===== config.mk =====
export PLATFORM = sky130hd
export DESIGN_NAME = xor_lane_engine
export DESIGN_NICKNAME = d
export VERILOG_FILES = /design/src/rtl/future_pkg.sv /design/src/rtl/xor_lane_engine.sv
export SDC_FILE = /design/constraint.sdc
export NUM_CORES = 1
export LEC_CHECK = 0
export ABC_AREA = 0
export CAP_MARGIN = 20
export CORE_MARGIN = 3
export CORE_UTILIZATION = 46
export DETAILED_ROUTE_END_ITERATION = 7
export GPL_ROUTABILITY_DRIVEN = 0
export PLACE_DENSITY = 0.73
export SLEW_MARGIN = 10
export SYNTH_ARGS = -nofsm -noshare
export SYNTH_HDL_FRONTEND = slang
export SYNTH_SLANG_ARGS = --single-unit

===== constraint.sdc =====
create_clock -name clk -period 1.6 [get_ports clk]
set_input_delay 0.24 -clock clk [delete_from_list [all_inputs] [get_ports clk]]
set_output_delay 0.24 -clock clk [all_outputs]
set_load 0.005 [all_outputs]

===== src/rtl/future_pkg.sv =====
// Purpose: shared FUTURE cipher types, widths and the lane XOR helper.
// Latency: n/a (types, constants and a combinational function only).
// Backpressure: n/a.
// Contents: FUTURE_BLOCK_W block width, state_t engine states, xor_lane().
package future_pkg;

  localparam int FUTURE_BLOCK_W = 64;

  typedef enum logic [1:0] {
    IDLE,
    RUN,
    DONE
  } state_t;

  // XORs a and b, then moves lane idx (lane_w bits wide, big-endian lane
  // numbering) up to bits [0:lane_w-1]. The caller slices [0 +: lane_w].
  // Operands narrower than the block are left-aligned by the caller.
  function automatic logic [0:FUTURE_BLOCK_W-1] xor_lane(
    input logic [0:FUTURE_BLOCK_W-1] a,
    input logic [0:FUTURE_BLOCK_W-1] b,
    input int unsigned               idx,
    input int unsigned               lane_w
  );
    return (a ^ b) << (idx * lane_w);
  endfunction

endpackage


===== src/rtl/xor_lane_engine.sv =====
// Purpose: sequential XOR of operand A with B (or with the last delivered result), LANE_W bits per clock.
// Latency: accept edge + DATA_W/LANE_W edges, then result held in DONE; one block per NLANES+2 cycles.
// Backpressure: result held stable while out_ready=0; in_ready is low whenever a block is in flight.
// Ports: clk/rst (sync, active high); in_valid/in_ready/in_a/in_b/in_chain operand side;
//        out_valid/out_ready/out_c result side; busy high in RUN or DONE.
module xor_lane_engine
  import future_pkg::*;
#(
  parameter int DATA_W = FUTURE_BLOCK_W,
  parameter int LANE_W = 16
) (
  input  logic              clk,
  input  logic              rst,
  input  logic              in_valid,
  output logic              in_ready,
  input  logic [0:DATA_W-1] in_a,
  input  logic [0:DATA_W-1] in_b,
  input  logic              in_chain,
  output logic              out_valid,
  input  logic              out_ready,
  output logic [0:DATA_W-1] out_c,
  output logic              busy
);

  localparam int NLANES = DATA_W / LANE_W;
  localparam int CNT_W  = (NLANES > 1) ? $clog2(NLANES) : 1;
  localparam logic [CNT_W-1:0] LAST_LANE = CNT_W'(NLANES - 1);

  generate
    if (LANE_W < 1 || LANE_W > DATA_W || (DATA_W % LANE_W) != 0 || DATA_W > FUTURE_BLOCK_W) begin : g_bad_params
      $error("xor_lane_engine: LANE_W must divide DATA_W, and DATA_W must not exceed FUTURE_BLOCK_W");
    end
  endgenerate

  state_t state_q, state_d;
  logic [CNT_W-1:0] cnt_q;
  logic [0:DATA_W-1] a_q, b_q, res_q, last_c_q;
  logic [0:FUTURE_BLOCK_W-1] a_ext, b_ext, lane_xor;
  logic last_lane;

  assign last_lane = (cnt_q == LAST_LANE);

  // Operands are left-aligned into the block-wide helper so lane 0 stays at bit 0.
  always_comb begin
    a_ext = '0;
    b_ext = '0;
    a_ext[0 +: DATA_W] = a_q;
    b_ext[0 +: DATA_W] = b_q;
    lane_xor = xor_lane(a_ext, b_ext, 32'(cnt_q), 32'(LANE_W));
  end

  // Outputs decode the registered state only, so there is no
  // combinational path from in_valid or out_ready to the handshake outputs.
  always_comb begin
    state_d   = state_q;
    in_ready  = 1'b0;
    out_valid = 1'b0;
    busy      = 1'b0;
    unique case (state_q)
      IDLE: begin
        in_ready = 1'b1;
        if (in_valid) state_d = RUN;
      end
      RUN: begin
        busy = 1'b1;
        if (last_lane) state_d = DONE;
      end
      DONE: begin
        busy      = 1'b1;
        out_valid = 1'b1;
        if (out_ready) state_d = IDLE;
      end
      default: state_d = IDLE;
    endcase
  end

  assign out_c = res_q;

  always_ff @(posedge clk) begin
    if (rst) begin
      state_q  <= IDLE;
      cnt_q    <= '0;
      a_q      <= '0;
      b_q      <= '0;
      res_q    <= '0;
      last_c_q <= '0;
    end else begin
      state_q <= state_d;
      case (state_q)
        IDLE: begin
          if (in_valid) begin
            a_q   <= in_a;
            b_q   <= in_chain ? last_c_q : in_b;
            cnt_q <= '0;
          end
        end
        RUN: begin
          res_q[int'(cnt_q) * LANE_W +: LANE_W] <= lane_xor[0 +: LANE_W];
          cnt_q <= last_lane ? '0 : cnt_q + CNT_W'(1);
        end
        DONE: begin
          // Only a delivered result becomes the chain operand.
          if (out_ready) last_c_q <= res_q;
        end
        default: ;
      endcase
    end
  end

endmodule


==> results.md <==
- Synthesized area: about 10,000 um^2
- Fin. max-slew vios: 0
- Global-route wire length before repair: between 40 and 50 mm
- Starting DRT DRC Count: approximately 330
- Final worst setup slack: just over 0.04 ns
- Top cell type's share of synthesized area: 51.8%
- Final wirelength: 26.1 mm
- Global route hottest layer: met2
- Unique masters post-synth: 32
- Worst vdd ir: 0.000869 V
- Antenna violations before repair: 0
- Final hold viol count: 0
- Fmax: 641 MHz
- WP data required: about 1.4 ns
- CP cell instances: inv_4 -> ha_4 -> buf_2
- Grt met3 use: roughly 3.4%
- Slew headroom: 70.2%
- Area growth from synthesis to layout: 34.6%
- CP arrival: between 1 and 1.5 ns
- Post-synthesis net count: between 1,000 and 1,500
- DRC: 0
- Design Area, Final: about 14,000 um^2
- Final setup violation count: 0
- Most used DFF post-synth: dfxtp_1
- Crit-path max cell delay: 0.38 ns
- EDFF count, synth: 0
- Synth warnings: 0
- Max Cap Viol: 0
- Die footprint: about 24,000 um^2
- Worst path slowest cell: dfxtp_4
- Remaining antenna violation count after routing: 0
- Dpl hpwl: between 15 and 20 mm
- Switch share: between 20% and 30%
- Buffer depth of the longest clock path: 3
- Clock power share: about 38%
- Worst-skew pair later-pin latency: 0.52 ns
- CTS tree: done
- DIE HEIGHT: roughly 150 um
- Average via count per standard cell: about 5.2
- Syn Inst Count: about 1,100
- Total Neg Setup Slack: 0 ns
- Commonest non-fill, non-tap cells in the layout: 289 x nand2_1, 211 x dfxtp_1, 131 x a21oi_1, 130 x clkdlybuf4s50_1, 68 x nor2_1
- Chip Width: 154 um
- Hold_ws: about 0.25 ns
- Total power: around 19,000 uW
- Drt pass-1 iters: 6
- Number of I/O port buffers: around 200
- Num Clock Sinks: 260
- Sequential fraction of the synthesis area: 51.8%
- Startpoint types: flip-flop
- Final #Nets: 1,448
- Dpl cell area: approximately 12,000 um^2
- Worst Path Max Fanout: 4
- Int Power: about 14,000 uW
- Yosys reg bits: between 200 and 300
- Met2 Usage GRT: approximately 36%
- Worst slew pin tran: 0.447 ns
- Core ar.: between 20,000 and 25,000 um^2
- Lkg Pwr: ~0.0055 uW
- Final Cycle Share: just under 100%
- Initial core utilization: a little under half
- GR Overflow Total: 0
- Synth async-reset ratio: 0%
- TritonCTS buffer count: 27
- RSZ-0062 raised after global routing: true
- GRT Total Usage: 21.1%
- Vias after detailed routing: approximately 8,300
- Min-Delay Path Class: input port to flip-flop
- Clock Skew: 0.00812 ns
- Area of the multi-input gates: 4470 um^2
- Met1 usage in global routing: 27.5%
- Avg WL per Cell: 16.3 um
- CTS H-tree lvls: 1
- Synth area leaders: dfxtp_1 52%, nand2_1 11%, a21oi_1 6.5%
- I/O pins: 200
- Number of global-route vias before repair: roughly 8,000
- Fill count: 1,832
- Sequential group share of total power: 41.4%
- Syn avg cell area: 8.97 um^2
- Register area: between 5000 and 6000 um^2
- Post-layout min period: roughly 1.6 ns
- Clk root buf: clkbuf_16
- Net Sw Power: between 5000 and 6000 uW
- Power density cells: around 1400 nW/um^2
- Most common cell after layout, fill and taps aside: nand2_1
- Share of layout cells above drive strength 1: between 10% and 20%
- ANT cells: 0
- Worst setup EP type: output port
- Largest net degree at the start of global routing: 80
- Num rows: 53
- Outcome: finished, final reports clean
- Worst-path clk slew: 0.06 ns
- DP Worst Slack: -0.133 ns
- Critical path class: flip-flop to output port
- Logic gate share of total power: approximately a fifth
- Largest area contributor in the netlist: dfxtp_1
[power by group through the flow]
stage          Clock (uW)  Combinational (uW)  Sequential [uW]
6_report             7040                3950             7780
5_1_grt              7400                4390             7880
4_1_cts              7140                3970             7770
3_5_place_dp            0                3960             7880
3_3_place_gp            0                3850             7860
2_1_floorplan           0                2500             7770
[layout make-up]
cell class	count	area share (%)
clock buffer	37	5.87
clock inverter	9	1.63
inverter	4	0.167
multi-input combinational	775	33.1
sequential	260	39.0
tap	275	2.55
timing repair buffer	239	17.7
[worst max-delay path: cells and delay by family (launching register included)]
kind | cells | cell delay [ns]
flip-flops | 1 | 0.38
adder cells (fa/ha/maj) | 1 | 0.25
buffers and inverters | 2 | 0.18
[state kept, by name (all words and copies together), names as in the netlist]
name,cells
a_ext,64
b_ext,64
last_c_q,64
out_c,64
cnt_q,2
state_q,2
[metal layers]
layer | vias to the layer above | share of wire [%]
met5 | - | 0
met4 | 0 | 2.0
met3 | 31 | 5.0
met2 | 203 | 50
met1 | 3896 | 43
li1 | 4150 | -
[cells in the mapped netlist, types with 22 or more instances]
cell type,instances
dfxtp_1,260
a211oi_1,64
xnor2_1,32
mux2i_1,65
buf_2,43
nand2_1,291
a21oi_1,131
o21ai_0,22
clkbuf_1,23
a22o_1,32
xor2_1,32
nor2_1,68
[metrics by stage]
stage / util, % / std cells
5_1_grt: 63.7 / 1599
3_5_place_dp: 58.7 / 1549
3_3_place_gp: 58.7 / 1549
6_report: 63.7 / 1599
2_1_floorplan: - / 1119
4_1_cts: 63.7 / 1599
[cell families after synthesis]
family | synth area share, %
xor gates and xnor gates | 5.58
and+or+nand+nor | 14.6
DFF | 51.8
AOI/OAI and AO/OA | 16.5
adders and majority gates | 0.997
buffers and inverters | 4.04
muxes | 6.48
[path summary, 6_finish.rpt]
kind	endpoint	from	depth (start not counted)	slack (ns)
max	busy	state_q[1]	3	0.04
min	b_ext[13]	in_chain	3	0.25
max reg2reg	out_c[58]	cnt_q[1]	5	0.05
min reg2reg	last_c_q[62]	last_c_q[62]	2	0.45
[repair_timing]
action / 4_1_cts / 5_1_grt
pin swaps: 1 / 0
setup buffers: 3 / 0
hold buffers: 1 / 0
hold endpoints to repair: 2 / 0
gates resized for setup: 133 / 6
endpoints found under the setup margin: 72 / 4
No activity file was read; power rests on OpenSTA's default activity.
